==> config.mk <==
export PLATFORM = sky130hd
export DESIGN_NAME = axi4_lite_read_master_flat
export DESIGN_NICKNAME = d
export VERILOG_FILES = /design/src/rtl/axi4_lite_read_master_if.sv /design/src/rtl/axi4_lite_read_master.sv /design/src/flat_wrapper.sv
export SDC_FILE = /design/constraint.sdc
export NUM_CORES = 1
export LEC_CHECK = 0
export CAP_MARGIN = 5
export CORE_ASPECT_RATIO = 1.75
export CORE_MARGIN = 2
export CORE_UTILIZATION = 30
export CTS_CLUSTER_DIAMETER = 40
export DETAILED_ROUTE_END_ITERATION = 8
export REMOVE_ABC_BUFFERS = 1
export SETUP_SLACK_MARGIN = 0.3
export SYNTH_ARGS = -nofsm -noshare
export SYNTH_HDL_FRONTEND = slang
export SYNTH_SLANG_ARGS = --single-unit
==> constraint.sdc <==
create_clock -name clk -period 5.9 [get_ports clk]
set_input_delay 0.59 -clock clk [delete_from_list [all_inputs] [get_ports clk]]
set_output_delay 0.59 -clock clk [all_outputs]
set_load 0.02 [all_outputs]
==> src/rtl/axi4_lite_read_master_if.sv <==
// AXI4-lite read channels (AR + R) between a read master and a read slave.
interface axi4_lite_read_master_if #(
    parameter int ADDR_WIDTH = 32,
    parameter int DATA_WIDTH = 32
);
    logic [ADDR_WIDTH-1:0] araddr;
    logic                  arvalid;
    logic                  arready;
    logic [DATA_WIDTH-1:0] rdata;
    logic [1:0]            rresp;
    logic                  rvalid;
    logic                  rready;

    modport master (
        output araddr,
        output arvalid,
        input  arready,
        input  rdata,
        input  rresp,
        input  rvalid,
        output rready
    );

    modport slave (
        input  araddr,
        input  arvalid,
        output arready,
        output rdata,
        output rresp,
        output rvalid,
        input  rready
    );
endinterface

==> src/rtl/axi4_lite_read_master.sv <==
// Single-outstanding AXI4-lite read master with transaction, error and
// last-read latency counters.
//
// state   | meaning
// --------+-----------------------------------------------------------
// ST_IDLE | waiting for a core request; req_ready high
// ST_ADDR | ARVALID high with the captured address held stable
// ST_DATA | RREADY high, waiting for the read data beat
// ST_RESP | one-cycle rsp_valid pulse; counters update
module axi4_lite_read_master #(
    parameter int ADDR_WIDTH = 32,
    parameter int DATA_WIDTH = 32,
    parameter int CNT_WIDTH  = 32,
    parameter int LAT_WIDTH  = 16
) (
    input  logic                  clk,
    input  logic                  rst,
    input  logic                  req_valid,
    input  logic [ADDR_WIDTH-1:0] req_addr,
    output logic                  req_ready,
    output logic                  rsp_valid,
    output logic [DATA_WIDTH-1:0] rsp_data,
    output logic                  rsp_err,
    output logic                  busy,
    output logic [CNT_WIDTH-1:0]  txn_count,
    output logic [CNT_WIDTH-1:0]  err_count,
    output logic [LAT_WIDTH-1:0]  last_latency,
    axi4_lite_read_master_if.master m_axi
);

    typedef enum logic [1:0] {
        ST_IDLE = 2'd0,
        ST_ADDR = 2'd1,
        ST_DATA = 2'd2,
        ST_RESP = 2'd3
    } state_t;

    state_t state_q;
    state_t state_d;

    logic                  accept;
    logic                  ar_hs;
    logic                  r_hs;
    logic [ADDR_WIDTH-1:0] araddr_q;
    logic [LAT_WIDTH-1:0]  lat_cnt;

    // EXOKAY carries no meaning for this master; only RRESP[1] is used.
    logic rresp_unused;
    assign rresp_unused = m_axi.rresp[0];

    always_ff @(posedge clk or posedge rst) begin
        if (rst) begin
            state_q <= ST_IDLE;
        end else begin
            state_q <= state_d;
        end
    end

    always_comb begin
        state_d   = state_q;
        accept    = 1'b0;
        ar_hs     = 1'b0;
        r_hs      = 1'b0;
        req_ready = 1'b0;
        rsp_valid = 1'b0;
        busy      = 1'b1;
        case (state_q)
            ST_IDLE: begin
                req_ready = 1'b1;
                busy      = 1'b0;
                if (req_valid) begin
                    accept  = 1'b1;
                    state_d = ST_ADDR;
                end
            end
            ST_ADDR: begin
                if (m_axi.arready) begin
                    ar_hs   = 1'b1;
                    state_d = ST_DATA;
                end
            end
            ST_DATA: begin
                if (m_axi.rvalid) begin
                    r_hs    = 1'b1;
                    state_d = ST_RESP;
                end
            end
            ST_RESP: begin
                rsp_valid = 1'b1;
                state_d   = ST_IDLE;
            end
            default: begin
                busy    = 1'b0;
                state_d = ST_IDLE;
            end
        endcase
    end

    // Channel strobes decode straight from state so reset drops them at once.
    assign m_axi.arvalid = (state_q == ST_ADDR);
    assign m_axi.rready  = (state_q == ST_DATA);
    assign m_axi.araddr  = araddr_q;

    always_ff @(posedge clk or posedge rst) begin
        if (rst) begin
            araddr_q <= '0;
            lat_cnt  <= '0;
        end else if (accept) begin
            araddr_q <= req_addr;
            lat_cnt  <= LAT_WIDTH'(1);
        end else if ((state_q == ST_ADDR || state_q == ST_DATA) && (lat_cnt != '1)) begin
            lat_cnt <= lat_cnt + 1'b1;
        end
    end

    always_ff @(posedge clk or posedge rst) begin
        if (rst) begin
            rsp_data     <= '0;
            rsp_err      <= 1'b0;
            last_latency <= '0;
        end else if (r_hs) begin
            rsp_data     <= m_axi.rdata;
            rsp_err      <= m_axi.rresp[1];
            last_latency <= lat_cnt;
        end
    end

    // txn_count wraps naturally; err_count pins at all-ones.
    always_ff @(posedge clk or posedge rst) begin
        if (rst) begin
            txn_count <= '0;
            err_count <= '0;
        end else if (state_q == ST_RESP) begin
            txn_count <= txn_count + 1'b1;
            if (rsp_err && (err_count != '1)) begin
                err_count <= err_count + 1'b1;
            end
        end
    end

    logic ar_hs_unused;
    assign ar_hs_unused = ar_hs;

endmodule

==> src/flat_wrapper.sv <==
// flat-port wrapper written by rule: the top's interface ports become plain ports
module axi4_lite_read_master_flat 
#(
    parameter int ADDR_WIDTH = 32,
    parameter int DATA_WIDTH = 32,
    parameter int CNT_WIDTH  = 32,
    parameter int LAT_WIDTH  = 16
)
  (clk, rst, req_valid, req_addr, req_ready, rsp_valid, rsp_data, rsp_err, busy, txn_count, err_count, last_latency, m_axi_araddr, m_axi_arvalid, m_axi_arready, m_axi_rdata, m_axi_rresp, m_axi_rvalid, m_axi_rready);
  axi4_lite_read_master_if #(.ADDR_WIDTH(ADDR_WIDTH), .DATA_WIDTH(DATA_WIDTH)) m_axi_i ();
  input  logic clk;
  input  logic rst;
  input  logic req_valid;
  input  logic [ADDR_WIDTH-1:0] req_addr;
  output logic req_ready;
  output logic rsp_valid;
  output logic [DATA_WIDTH-1:0] rsp_data;
  output logic rsp_err;
  output logic busy;
  output logic [CNT_WIDTH-1:0] txn_count;
  output logic [CNT_WIDTH-1:0] err_count;
  output logic [LAT_WIDTH-1:0] last_latency;
  output wire logic [$bits(m_axi_i.araddr)-1:0] m_axi_araddr;
  output wire logic [$bits(m_axi_i.arvalid)-1:0] m_axi_arvalid;
  input wire logic [$bits(m_axi_i.arready)-1:0] m_axi_arready;
  input wire logic [$bits(m_axi_i.rdata)-1:0] m_axi_rdata;
  input wire logic [$bits(m_axi_i.rresp)-1:0] m_axi_rresp;
  input wire logic [$bits(m_axi_i.rvalid)-1:0] m_axi_rvalid;
  output wire logic [$bits(m_axi_i.rready)-1:0] m_axi_rready;
  assign m_axi_araddr = m_axi_i.araddr;
  assign m_axi_arvalid = m_axi_i.arvalid;
  assign m_axi_i.arready = m_axi_arready;
  assign m_axi_i.rdata = m_axi_rdata;
  assign m_axi_i.rresp = m_axi_rresp;
  assign m_axi_i.rvalid = m_axi_rvalid;
  assign m_axi_rready = m_axi_i.rready;
  axi4_lite_read_master #(.ADDR_WIDTH(ADDR_WIDTH), .DATA_WIDTH(DATA_WIDTH), .CNT_WIDTH(CNT_WIDTH), .LAT_WIDTH(LAT_WIDTH)) u_core (.clk(clk), .rst(rst), .req_valid(req_valid), .req_addr(req_addr), .req_ready(req_ready), .rsp_valid(rsp_valid), .rsp_data(rsp_data), .rsp_err(rsp_err), .busy(busy), .txn_count(txn_count), .err_count(err_count), .last_latency(last_latency), .m_axi(m_axi_i));
endmodule
# Word-level counts from Yosys, hierarchy flattened
# Cells that the tools add are included.
[totals]
wordCells = 39
inputBits = 71
mem_count = 0
romBits = 0
latch_bits = 0
out_inout_bits = 150
ff_bits = 163
mem_bits_rw = 0
[op_classes]
n_eq_ne = 8
bitwise_logic = 0
n_reduce_logical = 7
add_sub_neg = 3
n_shift = 0
magnitude_cmp = 0
mul = 0
div = 0
muxes = 13
[op_table]
columns = ["op", "n"]
rows = [
  ["$add 32x1->32 const B", 2],
  ["$mux 16", 2],
  ["$ne 32x32->1 const B", 1],
  ["$add 16x1->16 const B", 1],
  ["$ne 16x16->1 const B", 1],
  ["$pmux 2 s4", 1],
  ["$mux 1", 7],
  ["$mux 2", 3],
  ["$eq 2x2->1 const B", 2],
  ["$ne 2x2->1 const B", 2],
  ["$reduce_and 3->1", 1],
  ["$eq 2x1->1 const B", 1],
  ["$logic_and 1x1->1", 2],
  ["$logic_not 2->1", 1],
  ["$ne 2x1->1 const B", 1],
  ["$reduce_and 2->1", 1],
  ["$reduce_bool 2->1", 1],
  ["$logic_or 1x1->1", 1],
]

# Depth between registers and ports, before layout
# Gate-level depths: netlist of the first run.
[logic_depth]
depth_word = 5
depth_mapped = 8
mapped_depth_nobuf = 7

# Worst setup path after synthesis of the first run
# Ideal clock, no wire load.
[synth_timing]
kind = "register to register"
start = "register u_core.state_q[0]"
end = "register u_core.txn_count[31]"
stages_incl_launch_ff = 8
period_less_slack_ps = 2174
t_required_ps = 5772
setup_slack_ps = 3726
t_arrival_ps = 2045
setup_ps = 128
path_cell_list = "dfrtp_1 > ha_1 > buf_2 > and4_1 > nand4_1 > nor4_2 > nand4_1 > xnor2_1"
[synth_via]
elab_chain_len = 1
[synth_rtl]
columns = ["item", "line_no", "rtl"]
rows = [
  ["start, declared", "axi4_lite_read_master.sv:38", "state_t state_q;"],
  ["start signal, assigned", "axi4_lite_read_master.sv:55", "state_q <= state_d;"],
  ["$eq 2x2->1", "axi4_lite_read_master.sv:133", "end else if (state_q == ST_RESP) begin"],
  ["end signal, assigned", "axi4_lite_read_master.sv:134", "txn_count <= txn_count + 1'b1;"],
  ["end, declared", "axi4_lite_read_master.sv:25", "output logic [CNT_WIDTH-1:0] txn_count,"],
]
# Every way passes these cells.
# A chain may end at the register's enable or synchronous reset.

# Worst setup path in the final report of the first run
[layout_timing]
start = "register u_core.state_q[1]"
end = "output rsp_valid"
[layout_via]
elab_chain_len = 2
[layout_rtl]
columns = ["item", "line_no", "rtl"]
rows = [
  ["$eq 2x2->1", "axi4_lite_read_master.sv:67", "case (state_q)"],
  ["$mux 1", "axi4_lite_read_master.sv:67", ""],
  ["end, declared", "flat_wrapper.sv:16", "output logic rsp_valid;"],
]
# Every way passes these cells.

==> results.json, run 1 <==
{
  "status": "complete, no violations",
  "r2r-start": "u_core.err_count[13]",
  "drt-initial-drc-count": 245,
  "p_comb_share_pct": 37.7,
  "grt_pass1_vias": 5491,
  "clkPwrFrac_pct": 25.6,
  "period_share_pct": 44.3,
  "place_inst": 1127,
  "cts_tree": "yes",
  "cap_violations": 0,
  "internal-power_w": 0.00285,
  "r2r_cells": 5,
  "r2r_slack_ns": 3.34,
  "hold_viol": 0,
  "synth_top_cell_by_area": "dfrtp_1",
  "synth_commonest_cells": "dfrtp_1, nand2_1, mux2_2",
  "power_switching_w": 0.00148,
  "routed_wl_um": 18200,
  "fin_nets": 924,
  "die_y_um": 206,
  "clkLatencyLatePin_ns": 0.43,
  "power.share.switching_pct": 34.2,
  "seq_power_share_pct": 36.8,
  "min_period_ns": 2.61,
  "slew_viol_final": 0,
  "coreArea_mm2": 0.0227,
  "p_per_area_mw_per_mm2": 429,
  "grt.overflow.total": 0,
  "grt_pass1_wl_um": 29200,
  "ant_nets": 0,
  "cts_hold_repair.buffers": 0,
  "fp-row-count": 73,
  "worstHoldStart": "u_core.txn_count[31]",
  "fmax_mhz": 383,
  "synthTopCellsByArea": "dfrtp_1, mux2_2, nand2_1, xnor2_1, xor2_1",
  "cts_buffers": 17,
  "critPathRequiredTime_ns": 5.31,
  "area_growth_pct": 45.0,
  "synth_async_sr_flop_share_pct": 100,
  "place.gp.congestion": 0.794,
  "die_x_um": 119,
  "synth.top_cell.area_share_pct": 58.6,
  "endpoint_kind": "output pin",
  "skew_ns": 0.0105,
  "fin_cells": 1158,
  "post_cts_buffers": 0,
  "synth_edf_count": 0,
  "io_buffers": 219,
  "seq_area_frac_synth_pct": 58.6,
  "rsz0062_at_grt": "false",
  "syn_inst": 621,
  "ys_seq_elements": 163,
  "synth_area_mm2": 0.00697,
  "htree_levels": 4,
  "io_pins": 221,
  "crit_type": "flop to output pin",
  "post-route-util_pct": 44.4,
  "cp_max_fo": 11,
  "synth.distinct_cells": 39,
  "ctsResizeCount": 0,
  "fin_tns_setup_ns": 0,
  "first_pass_iters": 5,
  "cts.sinks": 163,
  "min_path_cells": 1,
  "max_slew_margin_pct": 21.7,
  "whs_endpoint": "u_core.txn_count[31]",
  "hpwl_um": 13200,
  "routed-via-count": 5343,
  "total_leakage_power_nw": 4.45,
  "pre_cts_ws_ns": 3.36,
  "hp-class": "flop to flop",
  "irDropWorstVdd_mv": 0.265,
  "layout-drive-gt1-share_pct": 11.4,
  "yosysMostFrequentCell": "dfrtp_1",
  "arrival_ns": 2.02,
  "wl_per_cell_um": 15.8,
  "setup_ws_ns": 3.29,
  "clock_path_buffers": 2,
  "cp-start-kind": "flop",
  "path_clk_slew_ns": 0.06,
  "grt_max_degree": 69,
  "viasPerCell": 4.61,
  "synth.avg_cell_area_um2": 11.2,
  "grt_usage_pct": 15.3,
  "timing.rr.end": "u_core.err_count[21]",
  "worstMarginPinSlew_ns": 1.16,
  "antenna_found_initial": 0,
  "initial_core_util_pct": 30.6,
  "dieArea_mm2": 0.0245,
  "yosys_warnings": 0,
  "route.detailed.drc": 0,
  "diodes": 0,
  "ys.flop_type": "dfrtp_1",
  "cts_root_buffer": "clkbuf_16",
  "setup-violations-final": 0
}
[power groups by stage]
stage               logic (W)  registers [W]  clock network (W)
floorplan            0.000519        0.00192                  0
global placement      0.00164        0.00160                  0
detailed placement    0.00165        0.00161                  0
CTS                   0.00166        0.00159            0.00114
global route          0.00175        0.00164            0.00119
finish                0.00163        0.00159            0.00111
[cell type report]
| class | instances | area [um^2] |
|---|---|---|
| sequential | 163 | 4080 |
| multi-input combinational | 427 | 2780 |
| clock buffer | 22 | 484 |
| tap | 300 | 375 |
| clock inverter | 9 | 101 |
| inverter | 14 | 57.6 |
| timing repair buffer | 223 | 2220 |
| fill | 2112 | 12600 |
[metal layers]
layer | track usage (%) | vias up | part of all wire [%]
met5 | 0 | - | 0
met4 | 8.42 | 0 | 3.2
met3 | 3.35 | 36 | 3.7
met2 | 27.4 | 136 | 55
met1 | 16.8 | 2610 | 38
li1 | - | 2561 | -
[worst max-delay path by stage]
| stage | cells past startpoint | slack, ns | endpoint | from |
|---|---|---|---|---|
| finish | 2 | 3.29 | rsp_valid | u_core.state_q[1] |
| global route | 2 | 3.17 | rsp_valid | u_core.state_q[1] |
| CTS | 2 | 3.25 | rsp_valid | u_core.state_q[1] |
| detailed placement | 5 | 3.36 | u_core.err_count[21] | u_core.err_count[13] |
| global placement | 5 | 3.37 | u_core.err_count[19] | u_core.err_count[14] |
| floorplan | 1 | 0.91 | u_core.err_count[0] | rst |
[cells by family (layout without fill, tap and decap cells)]
logic type	count (synthesis)	after routing	share of synthesized area [%]
and+or+nand+nor	283	283	19.8
DFF	163	163	58.6
xor gates and xnor gates	74	74	9.30
muxes	50	50	8.08
buffers and inverters	31	268	1.81
AOI/OAI and AO/OA	13	13	1.15
adders and majority gates	7	7	1.26
[layout by cell type, fill, tap and decap left out, types with 6 or more instances in the layout]
master,instances
and4_1,8
xor2_1,33
ha_1,7
nor3_1,23
mux2_2,50
and3_1,6
inv_1,13
clkdlybuf4s50_1,219
nor4_1,11
o21ai_0,7
nor2_1,28
clkbuf_16,17
nand2_1,134
nand4_1,24
nand3_1,24
dfrtp_1,163
xnor2_1,41
[metrics by stage]
step	hold slack, ns	power (W)	instance area (um^2)
floorplan	0.513	0.00244	6890
global placement	0.458	0.00324	9510
detailed placement	0.461	0.00326	9510
CTS	0.476	0.00439	10100
global route	0.498	0.00457	10100
finish	0.468	0.00433	10100
[sequential cells by signal, indices dropped and copies added (netlist names)]
register	count
u_core.rsp_err	1
u_core.m_axi.araddr	32
u_core.last_latency	16
u_core.txn_count	32
u_core.rsp_data	32
u_core.err_count	32
u_core.lat_cnt	16
u_core.state_q	2
[critical path, stage by stage (launching register included)]
cell and delay [ns]:
dfrtp_1 0.38, ha_1 0.50, clkdlybuf4s50_1 0.71
Note: power is estimated with default switching activity, not from simulation.
==> inputs of run 2 (changes only) <==
==> constraint.sdc (replaced) <==
create_clock -name clk -period 2.7 [get_ports clk]
set_input_delay 0.27 -clock clk [delete_from_list [all_inputs] [get_ports clk]]
set_output_delay 0.27 -clock clk [all_outputs]
set_load 0.02 [all_outputs]
==> results.json, run 2 (synthesized netlist as in run 1, its figures left out) <==
{
  "grt_usage_pct": 15.4,
  "worstMarginPinSlew_ns": 0.579,
  "grtUsageMet3_pct": 3.74,
  "setup-violations-final": 0,
  "ant_nets": 0,
  "crit_top_cell": "inv_1",
  "met2_usage_pct": 28.0,
  "routed_wl_um": 18500,
  "cp-start-kind": "flop",
  "timing.rr.end": "u_core.err_count[17]",
  "arrival_ns": 1.91,
  "slowest_delay_ns": 0.62,
  "routed-via-count": 5359,
  "rsz0062_at_grt": "false",
  "fin_tns_setup_ns": 0,
  "grt_pass1_wl_um": 29100,
  "hp-class": "input port to asynchronous set/reset pin",
  "viasPerCell": 4.58,
  "fmax_mhz": 458,
  "cp_max_fo": 5,
  "grt_max_degree": 58,
  "die_x_um": 119,
  "crit_family": "buffers and inverters",
  "diodes": 0,
  "drt-initial-drc-count": 233,
  "top_usage_layer": "met2",
  "skew_ns": 0.0112,
  "post_cts_buffers": 0,
  "cts_buffers": 17,
  "grt_pass1_vias": 5284,
  "crit_type": "flop to output pin",
  "place.gp.congestion": 0.789,
  "critPathRequiredTime_ns": 2.43,
  "fp-row-count": 73,
  "ctsResizeCount": 0,
  "irDropWorstVdd_mv": 0.569,
  "die_y_um": 206,
  "antenna_found_initial": 0,
  "fin_cells": 1169,
  "area_growth_pct": 47.0,
  "max_slew_margin_pct": 61.1,
  "r2r_slack_ns": 0.55,
  "route.detailed.drc": 0,
  "met1_usage_pct": 17.0,
  "status": "complete, no violations",
  "io_pins": 221,
  "post-route-util_pct": 45.0,
  "grt.overflow.total": 0,
  "fin_nets": 934,
  "initial_core_util_pct": 30.6,
  "io_buffers": 219,
  "first_pass_iters": 4,
  "period_share_pct": 80.9,
  "r2r_cells": 6,
  "cts_hold_repair.buffers": 0,
  "p_per_area_mw_per_mm2": 932,
  "htree_levels": 4,
  "cts_root_buffer": "clkbuf_16",
  "path_clk_slew_ns": 0.07,
  "dieArea_mm2": 0.0245,
  "total_leakage_power_nw": 4.52,
  "min_period_ns": 2.18,
  "wl_per_cell_um": 15.8,
  "place_inst": 1134,
  "coreArea_mm2": 0.0227,
  "cp_num_buf_inv": 3,
  "cts_tree": "yes",
  "final_cell_mix": "clkdlybuf4s50_1, dfrtp_1, nand2_1",
  "cap_violations": 0,
  "clock_path_buffers": 2,
  "endpoint_kind": "output pin",
  "mostFrequentLayoutCell": "clkdlybuf4s50_1",
  "hold_viol": 0,
  "cts.sinks": 163,
  "r2r-start": "u_core.err_count[13]",
  "clkLatencyLatePin_ns": 0.44,
  "hpwl_um": 13500,
  "layout-drive-gt1-share_pct": 12.5,
  "path_cells": "inv_1, ha_1, inv_1, clkdlybuf4s50_1",
  "cp_slowest_cell": "clkdlybuf4s50_1",
  "slew_viol_final": 0
}
## run 2: cell count changes in the layout (fill, tap and decap cells not counted)
| cell | delta |
|---|---|
| buf_12 | +5 |
| buf_4 | +5 |
| clkbuf_8 | -4 |
| clkinv_4 | +2 |
| bufinv_16 | +1 |
| clkinv_2 | +1 |
| clkinvlp_4 | +1 |
## run 2: metrics by stage
| step | instance area, um^2 | hold slack, ns | total power (W) | setup WS [ns] |
|---|---|---|---|---|
| 5_1_grt | 10200 | 0.318 | 0.0101 | 0.393 |
| 4_1_cts | 10200 | 0.298 | 0.00970 | 0.468 |
| 3_3_place_gp | 9630 | 0.458 | 0.00715 | 0.544 |
| 3_5_place_dp | 9630 | 0.461 | 0.00719 | 0.521 |
| 6_report | 10200 | 0.284 | 0.00955 | 0.516 |
| 2_1_floorplan | 6890 | 0.375 | 0.00534 | -1.97 |
## run 2: per-layer routing
| layer | vias up | wire length, um |
|---|---|---|
| met1 | 2636 | 7110 |
| met4 | 0 | 393 |
| met3 | 24 | 728 |
| met2 | 114 | 10200 |
| met5 | - | 0 |
| li1 | 2585 | - |
## run 2: worst max path at each step
| stage | cells past startpoint | slack, ns | start | to |
|---|---|---|---|---|
| after detailed placement | 5 | 0.52 | u_core.err_count[14] | u_core.err_count[1] |
| after CTS | 4 | 0.47 | u_core.state_q[0] | busy |
| final | 4 | 0.52 | u_core.state_q[0] | busy |
| after global routing | 6 | 0.39 | u_core.state_q[0] | u_core.txn_count[31] |
| after global placement | 6 | 0.54 | u_core.state_q[0] | u_core.txn_count[31] |
| after floorplan | 1 | -1.97 | rst | u_core.err_count[0] |
## run 2: where the power goes
part	internal [W]	switching [W]	leakage (nW)
clock	0.00145	0.00100	0.290
sequential	0.00308	0.000402	2.13
combinational	0.00175	0.00188	2.10
total	0.00627	0.00328	4.52
## run 2: layout make-up
type | instances | area, um^2
tap | 300 | 375
clock buffer | 18 | 429
timing repair buffer | 233 | 2360
fill | 2129 | 12500
sequential | 163 | 4080
inverter | 14 | 57.6
multi-input combinational | 427 | 2780
clock inverter | 14 | 161
==> inputs of run 3 (changes only) <==
==> constraint.sdc (replaced) <==
create_clock -name clk -period 2 [get_ports clk]
set_input_delay 0.2 -clock clk [delete_from_list [all_inputs] [get_ports clk]]
set_output_delay 0.2 -clock clk [all_outputs]
set_load 0.02 [all_outputs]
==> results.json, run 3 (synthesized netlist as in run 1, its figures left out) <==
{
  "viasPerCell": 4.61,
  "irDropWorstVdd_mv": 0.880,
  "r2r-start": "u_core.err_count[1]",
  "cts.sinks": 163,
  "min_period_ns": 2.00,
  "slew_viol_final": 0,
  "grt_pass1_wl_um": 31200,
  "hp-class": "input port to asynchronous set/reset pin",
  "skew_ns": 0.00671,
  "crit_type": "flop to flop",
  "path_cells": "ha_2, and3_4, nand4_1, buf_4, or4_4, and3_4, xor2_1",
  "routed_wl_um": 20100,
  "htree_levels": 4,
  "diodes": 0,
  "post_dp_cell_area_mm2": 0.00999,
  "coreArea_mm2": 0.0227,
  "fin_nets": 1019,
  "route.detailed.drc": 0,
  "timing.rr.end": "u_core.err_count[4]",
  "cp-start-kind": "flop",
  "r2r_slack_ns": 0.003,
  "rsz0062_at_grt": "true",
  "grtUsageMet3_pct": 3.08,
  "arrival_ns": 2.32,
  "routed-via-count": 5774,
  "whs_ns": 0.106,
  "cts_buffers": 17,
  "status": "complete, no violations",
  "total_leakage_power_nw": 5.57,
  "cp_num_buf_inv": 1,
  "worstMarginPinSlew_ns": 0.413,
  "layout-drive-gt1-share_pct": 29.2,
  "critPathRequiredTime_ns": 2.33,
  "fmax_mhz": 501,
  "grt_pass1_vias": 5879,
  "path_clk_slew_ns": 0.06,
  "fp-row-count": 73,
  "p_per_area_mw_per_mm2": 1210,
  "clock_path_buffers": 2,
  "max_slew_margin_pct": 72.4,
  "nFillCells": 2003,
  "clkLatencyLatePin_ns": 0.44,
  "wl_per_cell_um": 16.1,
  "place.gp.congestion": 0.850,
  "endpoint_kind": "flop",
  "grt_max_degree": 62,
  "drt-initial-drc-count": 255,
  "met1_usage_pct": 18.0,
  "grt_usage_pct": 16.6,
  "cap_violations": 0,
  "io_buffers": 219,
  "initial_core_util_pct": 30.6,
  "hold_viol": 0,
  "final_cell_mix": "dfrtp_1, clkdlybuf4s50_1, nand2_1",
  "grt.overflow.total": 0,
  "r2r_cells": 7,
  "hpwl_um": 13900,
  "first_pass_iters": 4,
  "setup-violations-final": 0,
  "die_x_um": 119,
  "antenna_found_initial": 0,
  "top_usage_layer": "met2",
  "cts_root_buffer": "clkbuf_16",
  "met2_usage_pct": 30.4,
  "crit_family": "simple AND/OR/NAND/NOR gates",
  "cp_slowest_cell": "or4_4",
  "cp_max_fo": 8,
  "crit_top_cell": "and3_4",
  "die_y_um": 206,
  "ant_nets": 0,
  "fin_tns_setup_ns": 0,
  "power_w": 0.0140,
  "slowest_delay_ns": 0.47,
  "cts_tree": "yes",
  "io_pins": 221,
  "dieArea_mm2": 0.0245,
  "mostFrequentLayoutCell": "dfrtp_1",
  "area_growth_pct": 65.8,
  "cts_hold_repair.buffers": 0,
  "period_share_pct": 99.8,
  "postLayoutCellArea_mm2": 0.0115
}
-- run 3: changes by cell type in the layout (fill, tap and decap cells not counted), moves of 9 or more --
cell and delta:
dlymetal6s2s_1 +10, buf_6 +13, nor2_1 -10, dlygate4sd2_1 +52
nor4_1 -9, nor3_1 -19, nor3_2 +11, buf_4 +73
clkdlybuf4s50_1 -67
-- run 3: worst max-delay path by stage --
stage / startpoint / to / slack [ns] / depth (start not counted)
after floorplan: rst / u_core.err_count[0] / -2.60 / 1
after detailed placement: u_core.err_count[0] / u_core.err_count[21] / 0.02 / 7
after CTS: u_core.err_count[19] / u_core.err_count[29] / 0.03 / 7
after global placement: u_core.state_q[1] / u_core.err_count[26] / 0.04 / 7
after global routing: u_core.err_count[1] / u_core.err_count[10] / -0.1 / 8
final: u_core.err_count[1] / u_core.err_count[4] / 0.003 / 7
-- run 3: per-layer routing --
layer  vias up  share of wire, %
met5         -                 0
met4         0               3.7
li1       2758                 -
met3        41               2.9
met1      2855                37
met2       120                56
-- run 3: power by group --
group,switching [W],internal (W),leakage (nW)
Combinational,0.00298,0.00284,3.13
Sequential,0.000462,0.00416,2.12
Clock,0.00132,0.00226,0.309
Total,0.00476,0.00926,5.57
-- run 3: cell type report --
type / instances / area, um^2 / share of cell area [%]
multi-input combinational: 427 / 3360 / 29.1
tap: 300 / 375 / 3.25
inverter: 14 / 65.1 / 0.563
clock inverter: 10 / 180 / 1.56
clock buffer: 21 / 460 / 3.99
sequential: 163 / 4080 / 35.3
timing repair buffer: 318 / 3030 / 26.2
-- run 3: timing repair --
item / CTS / global route
resized for setup: 132 / 89
cloned: 2 / 0
buffers inserted: 13 / 23
setup endpoints to repair: 131 / 144
pin swaps: 33 / 40
-- run 3: stage by stage --
stage	setup slack, ns	cells	utilization [%]
2_1_floorplan	-2.60	604	-
3_3_place_gp	0.0405	1184	43.9
3_5_place_dp	0.0212	1184	43.9
4_1_cts	0.0348	1230	48.5
5_1_grt	-0.0954	1253	50.8
6_report	0.00345	1253	50.8
